**src/rtl/mesh_term_tx_if.sv**
```systemverilog
// Terminal-side write port and mesh-side pop port of mesh_term_tx, bundled as one interface.
interface mesh_term_tx_if #(
    parameter int unsigned pckg_sz    = 40,
    parameter int unsigned fifo_depth = 4
) ();
    localparam int unsigned pay_w = pckg_sz - 17;
    localparam int unsigned cnt_w = $clog2(fifo_depth + 1);

    // Terminal agent write side
    logic             wr_en;
    logic [3:0]       wr_row;
    logic [3:0]       wr_col;
    logic             wr_mode;
    logic             wr_bcast;
    logic [pay_w-1:0] wr_payload;
    logic             full;
    logic [cnt_w-1:0] count;
    logic [15:0]      drop_cnt;

    // Mesh external-port side
    logic               pndng_i_in;
    logic [pckg_sz-1:0] data_out_i_in;
    logic               popin;

    modport master (
        output wr_en, wr_row, wr_col, wr_mode, wr_bcast, wr_payload, popin,
        input  full, count, drop_cnt, pndng_i_in, data_out_i_in
    );

    modport slave (
        input  wr_en, wr_row, wr_col, wr_mode, wr_bcast, wr_payload, popin,
        output full, count, drop_cnt, pndng_i_in, data_out_i_in
    );
endinterface

```
**src/rtl/mesh_term_tx.sv**
```systemverilog
// Per-terminal mesh transmit queue: assembles packets and buffers them in a FWFT FIFO.
// Optional dropped-write counter enabled by defining MESH_TX_DROP_CNT_EN.
module mesh_term_tx #(
    parameter int unsigned pckg_sz    = 40,
    parameter int unsigned fifo_depth = 4,
    parameter logic [7:0]  bdcst      = 8'hFF,
    parameter int unsigned ROWS       = 2,
    parameter int unsigned COLUMS     = 2
) (
    input  logic           clk,
    input  logic           reset,
    mesh_term_tx_if.slave  tx
);
    localparam int unsigned pay_w = pckg_sz - 17;
    localparam int unsigned cnt_w = $clog2(fifo_depth + 1);
    localparam int unsigned ptr_w = $clog2(fifo_depth);

    if (pckg_sz < 24 || fifo_depth < 2 || ROWS < 1 || COLUMS < 1) begin : g_cfg_check
        $error("mesh_term_tx: unsupported parameter set");
    end

    typedef struct packed {
        logic [7:0]       next_jump;
        logic [3:0]       row;
        logic [3:0]       col;
        logic             mode;
        logic [pay_w-1:0] payload;
    } pkt_t;

    logic [pckg_sz-1:0] mem [fifo_depth];

    logic [ptr_w-1:0]   rd_ptr;
    logic [ptr_w-1:0]   wr_ptr;
    logic [cnt_w-1:0]   cnt;
    logic               full_q;
    logic               pndng_q;
    logic [pckg_sz-1:0] head_q;

    logic [ptr_w-1:0]   rd_ptr_nxt;
    logic [ptr_w-1:0]   wr_ptr_nxt;
    logic [cnt_w-1:0]   cnt_nxt;
    logic [pckg_sz-1:0] head_nxt;
    logic               pop_c;
    logic               push_c;
    pkt_t               pkt_c;

    function automatic logic [ptr_w-1:0] ptr_inc(input logic [ptr_w-1:0] p);
        return (p == ptr_w'(fifo_depth - 1)) ? '0 : p + ptr_w'(1);
    endfunction

    // Packet assembly from the write-side fields
    always_comb begin
        pkt_c.next_jump = tx.wr_bcast ? bdcst : 8'h00;
        pkt_c.row       = tx.wr_row;
        pkt_c.col       = tx.wr_col;
        pkt_c.mode      = tx.wr_mode;
        pkt_c.payload   = tx.wr_payload;
    end

    // A full FIFO still accepts a write when the head leaves in the same cycle
    assign pop_c  = tx.popin && pndng_q;
    assign push_c = tx.wr_en && (!full_q || pop_c);

    always_comb begin
        rd_ptr_nxt = rd_ptr;
        wr_ptr_nxt = wr_ptr;
        cnt_nxt    = cnt;
        head_nxt   = '0;

        if (pop_c)  rd_ptr_nxt = ptr_inc(rd_ptr);
        if (push_c) wr_ptr_nxt = ptr_inc(wr_ptr);

        case ({push_c, pop_c})
            2'b10:   cnt_nxt = cnt + cnt_w'(1);
            2'b01:   cnt_nxt = cnt - cnt_w'(1);
            default: cnt_nxt = cnt;
        endcase

        // Head register is loaded with whatever sits at the next read pointer,
        // taking the incoming packet when it lands exactly there.
        if (cnt_nxt != '0) begin
            if (push_c && (wr_ptr == rd_ptr_nxt)) head_nxt = pkt_c;
            else                                  head_nxt = mem[rd_ptr_nxt];
        end
    end

    always_ff @(posedge clk) begin
        if (reset) begin
            rd_ptr  <= '0;
            wr_ptr  <= '0;
            cnt     <= '0;
            full_q  <= 1'b0;
            pndng_q <= 1'b0;
            head_q  <= '0;
        end else begin
            rd_ptr  <= rd_ptr_nxt;
            wr_ptr  <= wr_ptr_nxt;
            cnt     <= cnt_nxt;
            full_q  <= (cnt_nxt == cnt_w'(fifo_depth));
            pndng_q <= (cnt_nxt != '0);
            head_q  <= head_nxt;
        end
    end

    // Storage is deliberately left uninitialised by reset
    always_ff @(posedge clk) begin
        if (!reset && push_c) mem[wr_ptr] <= pkt_c;
    end

`ifdef MESH_TX_DROP_CNT_EN
    logic        drop_c;
    logic [15:0] drop_q;

    assign drop_c = tx.wr_en && full_q && !pop_c;

    always_ff @(posedge clk) begin
        if (reset)                             drop_q <= 16'h0000;
        else if (drop_c && drop_q != 16'hFFFF) drop_q <= drop_q + 16'h0001;
    end

    assign tx.drop_cnt = drop_q;
`else
    assign tx.drop_cnt = 16'h0000;
`endif

    assign tx.full          = full_q;
    assign tx.count         = cnt;
    assign tx.pndng_i_in    = pndng_q;
    assign tx.data_out_i_in = head_q;
endmodule

```
**src/flat_wrapper.sv**
```systemverilog
// flat-port wrapper written by rule: the top's interface ports become plain ports
module mesh_term_tx_flat 
#(
    parameter int unsigned pckg_sz    = 40,
    parameter int unsigned fifo_depth = 4,
    parameter logic [7:0]  bdcst      = 8'hFF,
    parameter int unsigned ROWS       = 2,
    parameter int unsigned COLUMS     = 2
)
  (clk, reset, tx_wr_en, tx_wr_row, tx_wr_col, tx_wr_mode, tx_wr_bcast, tx_wr_payload, tx_popin, tx_full, tx_count, tx_drop_cnt, tx_pndng_i_in, tx_data_out_i_in);
  mesh_term_tx_if #(.pckg_sz(pckg_sz), .fifo_depth(fifo_depth)) tx_i ();
  input  logic clk;
  input  logic reset;
  input wire logic [$bits(tx_i.wr_en)-1:0] tx_wr_en;
  input wire logic [$bits(tx_i.wr_row)-1:0] tx_wr_row;
  input wire logic [$bits(tx_i.wr_col)-1:0] tx_wr_col;
  input wire logic [$bits(tx_i.wr_mode)-1:0] tx_wr_mode;
  input wire logic [$bits(tx_i.wr_bcast)-1:0] tx_wr_bcast;
  input wire logic [$bits(tx_i.wr_payload)-1:0] tx_wr_payload;
  input wire logic [$bits(tx_i.popin)-1:0] tx_popin;
  output wire logic [$bits(tx_i.full)-1:0] tx_full;
  output wire logic [$bits(tx_i.count)-1:0] tx_count;
  output wire logic [$bits(tx_i.drop_cnt)-1:0] tx_drop_cnt;
  output wire logic [$bits(tx_i.pndng_i_in)-1:0] tx_pndng_i_in;
  output wire logic [$bits(tx_i.data_out_i_in)-1:0] tx_data_out_i_in;
  assign tx_i.wr_en = tx_wr_en;
  assign tx_i.wr_row = tx_wr_row;
  assign tx_i.wr_col = tx_wr_col;
  assign tx_i.wr_mode = tx_wr_mode;
  assign tx_i.wr_bcast = tx_wr_bcast;
  assign tx_i.wr_payload = tx_wr_payload;
  assign tx_i.popin = tx_popin;
  assign tx_full = tx_i.full;
  assign tx_count = tx_i.count;
  assign tx_drop_cnt = tx_i.drop_cnt;
  assign tx_pndng_i_in = tx_i.pndng_i_in;
  assign tx_data_out_i_in = tx_i.data_out_i_in;
  mesh_term_tx #(.pckg_sz(pckg_sz), .fifo_depth(fifo_depth), .bdcst(bdcst), .ROWS(ROWS), .COLUMS(COLUMS)) u_core (.clk(clk), .reset(reset), .tx(tx_i));
endmodule
```
**config.mk**
```make
export PLATFORM = sky130hd
export DESIGN_NAME = mesh_term_tx_flat
export DESIGN_NICKNAME = d
export VERILOG_FILES = /design/src/rtl/mesh_term_tx_if.sv /design/src/rtl/mesh_term_tx.sv /design/src/flat_wrapper.sv
export SDC_FILE = /design/constraint.sdc
export NUM_CORES = 1
export LEC_CHECK = 0
export ABC_AREA = 1
export BUFFER_PORTS_ARGS = -buffer_cell sky130_fd_sc_hd__clkbuf_2
export CAP_MARGIN = 20
export CORE_MARGIN = 3
export CORE_UTILIZATION = 47
export CTS_BUF_LIST = sky130_fd_sc_hd__clkbuf_2 sky130_fd_sc_hd__clkbuf_4 sky130_fd_sc_hd__clkbuf_8
export DETAILED_ROUTE_END_ITERATION = 10
export GPL_ROUTABILITY_DRIVEN = 0
export PLACE_DENSITY = 0.67
export SLEW_MARGIN = 20
export SYNTH_ARGS = -nofsm -noshare
export SYNTH_HDL_FRONTEND = slang
export SYNTH_SLANG_ARGS = --single-unit
```
**constraint.sdc**
```tcl
create_clock -name clk -period 6 [get_ports clk]
set_input_delay 1.2 -clock clk [delete_from_list [all_inputs] [get_ports clk]]
set_output_delay 1.2 -clock clk [all_outputs]
set_load 0.01 [all_outputs]
```
**After elaboration in Yosys (flattened, before gate mapping)**

Memory sizes are Yosys's and may differ from the RTL's. A register that Yosys moved wholly into a read port is not among the register bits.
Index checks and enable logic that the tools add are counted.
W data, S select, Z words.

- Register bits after elaboration: 9
- Bits in writable memories: 160
- Memories: 1

- Add/subtract/negate cells: 4
- Equal/unequal tests: 5
- Mux-type cells: 7
- Bitwise operators: 1
- Reduce and logical (&&, ||, !) cells: 8

Memory list:

| memory | depth | bits a word | read ports | clocked after Yosys merged registers in | write ports | line | text |
|---|---|---|---|---|---|---|---|
| u_core.mem | 4 | 40 | 1 | 1 | 1 | mesh_term_tx.sv:30 | `logic [pckg_sz-1:0] mem [fifo_depth];` |

Operators by type and width:

| cell | number |
|---|---|
| $mux W8 | 1 |
| $eq A2 B2 Y1 const B | 3 |
| $mux W2 | 3 |
| $pmux W3 S2 | 1 |
| $add A2 B1 Y2 const B | 2 |
| $add A3 B1 Y3 const B | 1 |
| $eq A3 B3 Y1 const B | 1 |
| $logic_and A1 B1 Y1 | 3 |
| $reduce_bool A3 Y1 | 1 |
| $sub A3 B1 Y3 const B | 1 |
| $eq A2 B1 Y1 const B | 1 |
| $logic_not A1 Y1 | 2 |
| $mux W1 | 2 |
| $reduce_or A2 Y1 | 1 |
| $logic_or A1 B1 Y1 | 1 |
| $not A1 Y1 | 1 |

**Longest topological paths before layout**

Gate-level depths: netlist of run 1.

- Depth after elaboration: 8
- Depth in mapped cells: 14
- Depth with buffers taken out: 13

**Worst setup path after synthesis of run 1**

No wires, ideal clock.

- Path kind: input to register
- From: in tx_popin
- To: mem u_core.mem[3][0], enable pin
- Library setup time: 0.423 ns
- Arrival: 3.084 ns
- Required time: 5.577 ns
- Slack: 2.493 ns
- Stages on the path: 6
- Cells stage by stage: nand2_2 nand2_1 nand2_2 nor2_4 inv_1 nor2_1

- Longest elaborated chain between the ends: 6

Ends and longest elaborated chain:

| element | line | text |
|---|---|---|
| from (decl) | flat_wrapper.sv:20 | `input wire logic [$bits(tx_i.popin)-1:0] tx_popin;` |
| $logic_and A1 B1 Y1 | mesh_term_tx.sv:61 | `assign pop_c = tx.popin && pndng_q;` |
| $logic_or A1 B1 Y1 | mesh_term_tx.sv:62 | `assign push_c = tx.wr_en && (!full_q \|\| pop_c);` |
| $logic_and A1 B1 Y1 | mesh_term_tx.sv:62 |  |
| $logic_and A1 B1 Y1 | mesh_term_tx.sv:107 | `if (!reset && push_c) mem[wr_ptr] <= pkt_c;` |
| $mux W1 | mesh_term_tx.sv:107 |  |
| $mux W1 (not written as such) | mesh_term_tx.sv:107 |  |
| to (decl) | mesh_term_tx.sv:30 |  |

Every way passes these cells.

**Final worst setup path of run 1**

- From: in tx_popin
- To: reg u_core.head_q[21] (netlist: u_core.tx.data_out_i_in[21]) (read register of u_core.mem)

- Longest elaborated chain between the ends: 8

Ends and longest elaborated chain:

| element | line | text |
|---|---|---|
| $logic_and A1 B1 Y1 (*) | mesh_term_tx.sv:61 |  |
| $logic_or A1 B1 Y1 | mesh_term_tx.sv:62 |  |
| $logic_and A1 B1 Y1 | mesh_term_tx.sv:62 |  |
| $eq A2 B1 Y1 / $eq A2 B2 Y1 (equally long branches) | mesh_term_tx.sv:73 | `case ({push_c, pop_c})` |
| $pmux W3 S2 | mesh_term_tx.sv:73 |  |
| $reduce_bool A3 Y1 | mesh_term_tx.sv:81 | `if (cnt_nxt != '0) begin` |
| $not A1 Y1 (no source line) | -- |  |
| $reduce_or A2 Y1 (no source line) | -- |  |
| to (decl) | mesh_term_tx.sv:37 | `logic [pckg_sz-1:0] head_q;` |

Mark *: on every way between the ends. The rest lies on a longest branch, timed or not.
A chain may end at the register's enable or synchronous reset.

==> run metrics, run 1 <==
final net count=901; Worst-Skew Late Latency=0.46 ns; post-route design area=8480 µm²; die area=17800 µm²; startpoint types=input port; Num CTS Buffers=17; RSZ-0062 raised after global routing=no; vias=5080; GRT Total Usage=17.9%; share of layout cells above drive strength 1=15.7%; detailed-route wire length=15.2 mm; Die Span Y=134 µm; Clock Skews=0.0102 ns; Starting Density=49.2%; register area share after synthesis=62.9%; Top Usage Layer GRT=met2; area delta synth->final=11.0%; Slew Limit Headroom=43.6%; Filler Cell Count=1375; DRC violations left=0; Routed WL per cell=14.0 µm; WP data required=6.40 ns; post-route ant nets=0; HPWL Detailed=9.11 mm; Setup CP Type=in2reg; crit path DAT=3.82 ns; GR Layer Usage met1=22.9%; Worst-Margin Slew=0.843 ns; largest net degree at the start of global routing=67; cells after synthesis=790; cell taking the most area after synthesis=edfxtp_1; Via-to-Cell Ratio=4.70; num ports=98; Fin Setup TNS=0 ns; Port Buf Inserts=81; Initial DRC Count=372; Hold Path Class=reg2reg; FF+latch count, synth=174; Max Cap Violations=0; status=completed; # setup viols final=0; met2 usage=29.5%; critical path, cell by cell=clkbuf_2, nand2_2, nand2_1, nand2_2, nand2_2, nand2_2, nand4_4, clkinv_2, nor2_1, nor2_1; clock sink count=174; clock root cell=clkbuf_8; P_leak=3.88 nW; cell mode on critical path=nand2_2; post-route minimum period=3.42 ns; Rows=45; clock slew seen by the registers of the worst setup and hold paths=0.08 ns; Mean Syn Cell Area=9.68 µm²; Die W=134 µm; global route total overflow=0; unique cell type count in the Yosys netlist=28; met3 GRT Util=3.97%; # diodes=0; yosys warns=0; number of setup buffers added after CTS=0; H-tree levels=4; pwr dens=377 nW/µm²; largest cells by area after synthesis=edfxtp_1 52%, dfxtp_1 11%, nand2_1 9.4%, inv_1 7.2%, nand3_1 6.4%; first-pass GRT wire length=24.7 mm; final worst slack=2.58 ns; Buf/Inv on CP=2; Place WS=2.07 ns; CTS Buffer Depth=2; top-area cell type share of the netlist area=51.9%; Core Box Area=15500 µm²; antenna violations before repair=0; Top Family by Delay on Critical Path=simple AND/OR/NAND/NOR gates; CP endpoint kind=register; Cell Area, Synth=7640 µm²; fin crit share=57.0%; Worst path max stage delay=0.63 ns; Peak VDD IR=167 µV; placed instance area=8110 µm²; CTS tree=yes; CP max FO=35; Post-CTS Resized=0; slowest stage cell, crit path=nand2_2; Fin. Hold Viols=0; Fmax achieved=0.293 GHz; vias in the first global route=4776; CTS hold repair buffers=0; Final Max Tran Viols=0; TritonRoute pass-1 iters=5
[final cells by class]
class	instances	area, µm²	area share [%]
clock buffers	17	234	2.76
repair buffers	89	513	6.05
flip-flops and latches	174	4800	56.6
inverters	150	564	6.65
multi-input cells	425	2010	23.6
well taps	211	264	3.11
clock inverters	15	98.8	1.17
[cell usage in the layout (no fill, tap or decap), drive strengths merged]
master,synthesis,routed
a21oi,11,11
buf,50,8
clkbuf,6,98
clkinv,3,12
clkinvlp,0,4
conb,1,16
dfxtp,42,42
edfxtp,132,132
fa,1,1
ha,6,6
inv,147,149
nand2,197,197
nand3,98,98
nand3b,24,24
nand4,1,1
nor2,64,64
nor3,1,1
o21a,1,1
o21ai,4,4
xnor2,1,1
[path summary, 6_finish.rpt]
path                                 start                                endpoint  slack [ns]  cells after the start
max                               tx_popin  u_core.tx.data_out_i_in[21]$_SDFF_PP0_        2.58                     10
min          u_core.wr_ptr[1]$_SDFFE_PP0P_           u_core.wr_ptr[1]$_SDFFE_PP0P_        0.63                      2
max reg2reg    u_core.rd_ptr[0]$_SDFF_PP0_  u_core.tx.data_out_i_in[21]$_SDFF_PP0_        2.94                      9
min reg2reg  u_core.wr_ptr[1]$_SDFFE_PP0P_           u_core.wr_ptr[1]$_SDFFE_PP0P_        0.63                      2
[synthesized netlist by cell type, drive strengths merged]
library cell  instances
clkinv                3
fa                    1
dfxtp                42
nand4                 1
nand3                98
conb                  1
o21ai                 4
edfxtp              132
a21oi                11
clkbuf                6
inv                 147
xnor2                 1
nand2               197
nand3b               24
nor3                  1
buf                  50
nor2                 64
ha                    6
o21a                  1
[worst register-to-register path, stage by stage (launching register included)]
cell	delay (ns)
dfxtp_1	0.34
ha_1	0.28
nand3_1	0.11
nand2_2	0.64
nand2_2	0.09
nand2_2	0.62
nand4_4	0.32
clkinv_2	0.41
nor2_1	0.10
nor2_1	0.10
[registers in the layout, summed over array words and instances (netlist names)]
register and cells:
u_core.mem 132, u_core.rd_ptr 2, u_core.tx.count 3, u_core.tx.data_out_i_in 33, u_core.tx.full 1, u_core.tx.pndng_i_in 1
u_core.wr_ptr 2
[layer usage]
layer  share of wire, %  routed length, µm
met2                 48               7300
met5                  0                  0
met1                 45               6780
met4                1.6                247
met3                5.6                854
[per-stage QoR]
stage	std cells	total power, mW	hold WS, ns	utilization [%]
after detailed placement	1047	2.53	0.620	52.2
after CTS	1079	3.23	0.635	54.3
after global routing	1081	3.42	0.689	54.6
after global placement	1046	2.52	0.630	52.0
final	1081	3.20	0.627	54.6
after floorplan	805	2.25	0.532	-
[logic make-up (layout without fill, tap and decap cells)]
logic type	count (synthesis)	after routing	share of synthesized area (%)
adder cells (fa/ha/maj)	7	7	1.24
XOR/XNOR	1	1	0.115
AND/OR/NAND/NOR	385	385	22.4
flip-flops	174	174	62.9
other	1	16	0.0491
AO/OA/AOI/OAI	16	16	1.18
buffers and inverters	206	271	12.2
[where the power goes]
part           leakage [nW]  switching, mW  total (mW)  internal (mW)
logic                  2.17          0.669        1.00          0.332
registers              1.55         0.0595        1.50           1.44
clock network         0.162          0.416       0.698          0.282
Power figures use the tool's default switching activity.
==> run 2: changes to the inputs <==
--- a/config.mk
+++ b/config.mk
@@ -13,7 +13,7 @@
 export CTS_BUF_LIST = sky130_fd_sc_hd__clkbuf_2 sky130_fd_sc_hd__clkbuf_4 sky130_fd_sc_hd__clkbuf_8
 export DETAILED_ROUTE_END_ITERATION = 10
 export GPL_ROUTABILITY_DRIVEN = 0
-export PLACE_DENSITY = 0.67
+export PLACE_DENSITY = 0.7
 export SLEW_MARGIN = 20
 export SYNTH_ARGS = -nofsm -noshare
 export SYNTH_HDL_FRONTEND = slang
==> constraint.sdc (replaced) <==
create_clock -name clk -period 3 [get_ports clk]
set_input_delay 0.6 -clock clk [delete_from_list [all_inputs] [get_ports clk]]
set_output_delay 0.6 -clock clk [all_outputs]
set_load 0.01 [all_outputs]
==> run metrics, run 2 (synthesis gave the netlist of run 1 again) <==
status=completed; Sequential Power Share=44.6% (-2.3 points); Fmax achieved=0.386 GHz; # diodes=0 (unchanged); clock slew seen by the registers of the worst setup and hold paths=0.09 ns (about the same); cell-internal power=4.48 mW (+120%); post-route minimum period=2.59 ns; Filler Cell Count=1351 (-1.7%); Place WS=0.123 ns (-1.94 ns); Num CTS Buffers=17 (unchanged); fin crit share=86.3%; GRT Total Usage=18.4% (+0.50 points); Psw=2.28 mW (+100%); clock root cell=clkbuf_8; Worst-Skew Late Latency=0.46 ns (about the same); CTS hold repair buffers=0 (unchanged); most frequent cells in the layout=190 x nand2_1, 146 x inv_1, 132 x edfxtp_1; Hold Path Class=in2reg; Peak VDD IR=318 µV (+90%); detailed-route wire length=15.8 mm (+3.9%); Post-CTS Resized=0 (unchanged); die area=17800 µm² (unchanged); Core Box Area=15500 µm² (unchanged); commonest non-fill, non-tap cell in the layout=nand2_1; WP data required=3.38 ns (-3.02 ns); Gate power share=30.4% (-0.9 points); Worst-Margin Slew=0.572 ns (-0.271 ns); Clk pwr share=25.0% (+3.2 points); global route total overflow=0 (unchanged); H-tree levels=4 (unchanged); post-route design area=8650 µm² (+1.9%); HPWL Detailed=9.37 mm (+2.8%); Clock Skews=0.0177 ns (+0.00750 ns); Via-to-Cell Ratio=4.75 (+1.0%); CP max FO=9 (-74%); P_leak=3.99 nW (+2.7%); vias=5190 (+2.2%); Slew Limit Headroom=61.9% (+18 points); Routed WL per cell=14.4 µm (+2.7%); first-pass GRT wire length=25.4 mm (+3.1%); CP endpoint kind=register; antenna violations before repair=0 (unchanged); Rows=45 (unchanged); Min Hold Slack=0.376 ns (-0.251 ns); startpoint types=register; Die Span Y=134 µm (unchanged); post-route ant nets=0 (unchanged); placed instance area=8220 µm² (+1.4%); TritonRoute pass-1 iters=4 (-1); clock sink count=174 (unchanged); Sw Ratio=33.8% (-2.0 points); final net count=913 (+1.3%); Port Buf Inserts=81 (unchanged); share of layout cells above drive strength 1=17.2% (+1.5 points); vias in the first global route=4839 (+1.3%); CTS Buffer Depth=2 (unchanged); Setup CP Type=reg2reg; final worst slack=0.411 ns (-2.17 ns); Most flops, register=u_core.mem; num ports=98 (unchanged); Fin Setup TNS=0 ns (unchanged); CTS tree=yes; largest net degree at the start of global routing=50 (-25%); DRC violations left=0 (unchanged); number of setup buffers added after CTS=0 (unchanged); Final Max Tran Viols=0 (unchanged); Starting Density=49.2% (unchanged); Max Cap Violations=0 (unchanged); Die W=134 µm (unchanged); # setup viols final=0 (unchanged); area delta synth->final=13.1%; Initial DRC Count=309 (-17%); Fin. Hold Viols=0 (unchanged); number of flip-flops in the largest register=132 (unchanged); crit path DAT=2.96 ns (-0.86 ns); pwr dens=782 nW/µm² (+110%); Total Power=6.76 mW (+110%); RSZ-0062 raised after global routing=no
==> run 2: cell types whose count changed in the layout (fill, tap and decap cells not counted), moves of 2 or more <==
| cell | delta |
|---|---|
| clkinv_2 | -4 |
| clkbuf_8 | +5 |
| clkinvlp_4 | -3 |
| clkinv_1 | -3 |
| buf_4 | +13 |
| buf_16 | -2 |
| clkbuf_4 | +3 |
| buf_12 | +2 |
| bufinv_16 | +2 |
==> run 2: final cells by class <==
cell class / count / area [µm²] / share of cell area (%)
Inverter: 150 / 564 / 6.53
Tap cell: 211 / 264 / 3.05
Timing Repair Buffer: 101 / 581 / 6.71
Sequential cell: 174 / 4800 / 55.6
Clock inverter: 7 / 103 / 1.19
Clock buffer: 25 / 325 / 3.76
Multi-Input combinational cell: 425 / 2010 / 23.2
==> run 2: final timing paths <==
| check | startpoint | endpoint | slack, ns | cells past startpoint |
|---|---|---|---|---|
| worst max register to register | u_core.tx.pndng_i_in$_SDFF_PP0_ | u_core.tx.data_out_i_in[16]$_SDFF_PP0_ | 0.41 | 10 |
| worst max-delay path | u_core.tx.pndng_i_in$_SDFF_PP0_ | u_core.tx.data_out_i_in[16]$_SDFF_PP0_ | 0.41 | 10 |
| worst min-delay path | tx_wr_payload[8] | u_core.mem[0][8]$_DFFE_PP_ | 0.38 | 1 |
| worst min register to register | u_core.wr_ptr[1]$_SDFFE_PP0P_ | u_core.wr_ptr[1]$_SDFFE_PP0P_ | 0.63 | 2 |
==> run 2: through the flow <==
step / util, % / cells
after floorplan: - / 805
after global placement: 52.9 / 1061
after detailed placement: 52.9 / 1061
after CTS: 55.6 / 1093
after global routing: 55.6 / 1093
final: 55.6 / 1093
==> run 2: power by group through the flow <==
stage,sequential (mW),clock [mW],combinational [mW]
final,3.01,1.69,2.06
after global routing,3.04,1.81,2.33
after CTS,3.02,1.72,2.07
after detailed placement,3.07,0,2.06
after global placement,3.07,0,2.03
after floorplan,3.14,0,1.36
==> run 2: metal layers <==
metal / wire length (µm) / GRT usage, % / vias to the layer above
met5: 0 / 0 / -
met1: 6920 / 23.3 / 2425
li1: - / - / 2598
met4: 148 / 5.77 / 0
met3: 812 / 4.38 / 11
met2: 7890 / 31.3 / 156
==> run 2: worst max-delay path: stages (launching register included) <==
cell	delay, ns
dfxtp_1	0.40
nand2_2	0.14
nand2_1	0.10
nand2_2	0.10
ha_1	0.24
fa_1	0.48
o21a_1	0.16
nor2_1	0.06
o21ai_2	0.24
clkinv_1	0.35
a21oi_1	0.22
==> run 3: changes to the inputs <==
--- a/config.mk
+++ b/config.mk
@@ -6,7 +6,7 @@
 export NUM_CORES = 1
 export LEC_CHECK = 0
 export ABC_AREA = 1
-export BUFFER_PORTS_ARGS = -buffer_cell sky130_fd_sc_hd__clkbuf_2
+export BUFFER_PORTS_ARGS = -buffer_cell sky130_fd_sc_hd__buf_2
 export CAP_MARGIN = 20
 export CORE_MARGIN = 3
 export CORE_UTILIZATION = 47
==> run metrics, run 3 (synthesis gave the netlist of run 1 again) <==
hold depth=1 (unchanged); Initial DRC Count=339 (+9.7%); antenna violations before repair=1 (+1); Sw Ratio=33.7% (-0.13 points); CTS tree=yes; Post-CTS Resized=0 (unchanged); commonest non-fill, non-tap cell in the layout=nand2_1; register area=4800 µm² (unchanged); Via-to-Cell Ratio=4.71 (-0.79%); number of setup buffers added after CTS=0 (unchanged); Die Span Y=134 µm (unchanged); HPWL Detailed=9.48 mm (+1.2%); first-pass GRT wire length=25.3 mm (-0.65%); Hold Path End=u_core.mem[2][21]$_DFFE_PP_; Buf/Inv on CP=1 (unchanged); Die W=134 µm (unchanged); fin crit share=81.3% (-5.0 points); Rows=45 (unchanged); cell depth of the worst flop-to-flop path=11 (+1); Final Max Tran Viols=0 (unchanged); Sequential Power Share=44.1% (-0.5 points); cell-internal power=4.51 mW (+0.84%); Worst path max stage delay=0.49 ns (about the same); Peak VDD IR=392 µV (+23%); Starting Density=49.2% (unchanged); post-route ant nets=0 (unchanged); DRC violations left=0 (unchanged); CP max FO=25 (+16); Slew Limit Headroom=65.1% (+3.3 points); clock sink count=174 (unchanged); Routed WL per cell=14.3 µm (-1.1%); Worst-Margin Slew=0.521 ns (-0.0509 ns); critical path, cell by cell=nand2_2, nand2_1, nand2_2, ha_1, fa_1, o21a_1, nor2_1, o21ai_2, buf_4, nand2_1, nor2_1; clock root cell=clkbuf_8; Psw=2.29 mW (+0.26%); multi-input logic area=2010 µm² (unchanged); vias in the first global route=5105 (+5.5%); CP startpoint=u_core.tx.pndng_i_in$_SDFF_PP0_; Min Hold Slack=0.379 ns (+0.00268 ns); P_leak=4.00 nW (+0.26%); TritonRoute pass-1 iters=5 (+1); CP endpoint kind=register; WP data required=3.39 ns (about the same); Num CTS Buffers=17 (unchanged); Clk pwr share=25.8% (+0.8 points); pwr dens=787 nW/µm² (+0.60%); Port Buf Inserts=81 (unchanged); Fin. Hold Viols=0 (unchanged); RSZ-0062 raised after global routing=no; Fin Setup TNS=0 ns (unchanged); GRT Total Usage=18.2% (-0.17 points); startpoint types=register; final net count=912 (-0.11%); largest net degree at the start of global routing=43 (-14%); reg-to-reg critical path startpoint=u_core.tx.pndng_i_in$_SDFF_PP0_; Worst-Skew Late Latency=0.45 ns (about the same); Hold Path Class=in2reg; Filler Cell Count=1367 (+1.2%); clock slew seen by the registers of the worst setup and hold paths=0.09 ns (about the same); status=completed; slowest stage cell, crit path=fa_1; share of layout cells above drive strength 1=17.1% (-0.094 points); reg2reg end=u_core.tx.data_out_i_in[10]$_SDFF_PP0_; global route total overflow=0 (unchanged); Fmax achieved=0.410 GHz (+6.1%); # setup viols final=0 (unchanged); number of flip-flops in the largest register=132 (unchanged); crit path DAT=2.83 ns (-0.13 ns); Max Cap Violations=0 (unchanged); Gate power share=30.1% (-0.3 points); post-layout util=55.7% (about the same); CTS hold repair buffers=0 (unchanged); vias=5149 (-0.79%); reg2reg setup slack=0.56 ns (+0.15 ns); most frequent cells in the layout=190 x nand2_1, 146 x inv_1, 132 x edfxtp_1; Clock Skews=0.00920 ns (-0.00846 ns); Total Power=6.80 mW (+0.64%); detailed-route wire length=15.6 mm (-1.1%); H-tree levels=4 (unchanged); die area=17800 µm² (unchanged); Core Box Area=15500 µm² (unchanged); CTS Buffer Depth=2 (unchanged); HP Start=tx_wr_payload[21]; Top Family by Delay on Critical Path=adder cells; Setup CP Type=reg2reg; Most flops, register=u_core.mem; area delta synth->final=13.2% (about the same); post-route minimum period=2.44 ns (-0.149 ns); num ports=98 (unchanged)
run 3: through the flow:
stage / instances / instance area, µm² / worst slack, ns
6_report: 1093 / 8650 / 0.560
5_1_grt: 1092 / 8650 / 0.308
2_1_floorplan: 805 / 7700 / 0.0930
3_3_place_gp: 1060 / 8210 / 0.346
3_5_place_dp: 1060 / 8210 / 0.217
4_1_cts: 1092 / 8650 / 0.544
run 3: worst max-delay path by stage:
stage                                              to  slack [ns]  depth (start not counted)
6_report       u_core.tx.data_out_i_in[10]$_SDFF_PP0_        0.56                         11
5_1_grt        u_core.tx.data_out_i_in[38]$_SDFF_PP0_        0.31                         13
4_1_cts        u_core.tx.data_out_i_in[10]$_SDFF_PP0_        0.54                         11
3_5_place_dp   u_core.tx.data_out_i_in[16]$_SDFF_PP0_        0.22                         11
3_3_place_gp   u_core.tx.data_out_i_in[16]$_SDFF_PP0_        0.35                         13
2_1_floorplan              u_core.mem[3][0]$_DFFE_PP_        0.09                          6
run 3: cell type report:
type	instances	area share (%)
diodes	1	0.0289
well taps	211	3.05
clock buffers	18	2.86
inverters	150	6.52
multi-input cells	425	23.2
repair buffers	100	6.62
flip-flops and latches	174	55.5
clock inverters	14	2.18
run 3: worst register-to-register path: stages (launching register included):
cell and delay, ns:
dfxtp_1 0.39, nand2_2 0.14, nand2_1 0.10, nand2_2 0.10, ha_1 0.24, fa_1 0.49
o21a_1 0.16, nor2_1 0.06, o21ai_2 0.16, buf_4 0.36, nand2_1 0.12, nor2_1 0.09
run 3: routing by layer:
| metal | part of all wire (%) | track usage (%) | vias to the layer above |
|---|---|---|---|
| li1 | - | - | 2602 |
| met1 | 43 | 23.0 | 2362 |
| met2 | 49 | 30.0 | 163 |
| met3 | 6.9 | 4.49 | 20 |
| met4 | 1.1 | 7.66 | 2 |
| met5 | 0.083 | 0 | - |
run 3: power groups by stage:
stage / clock (mW) / combinational [mW] / sequential, mW
2_1_floorplan: 0 / 1.36 / 3.14
3_3_place_gp: 0 / 2.03 / 3.05
3_5_place_dp: 0 / 2.07 / 3.06
4_1_cts: 1.78 / 2.08 / 3.00
5_1_grt: 1.88 / 2.31 / 3.03
6_report: 1.75 / 2.05 / 3.00
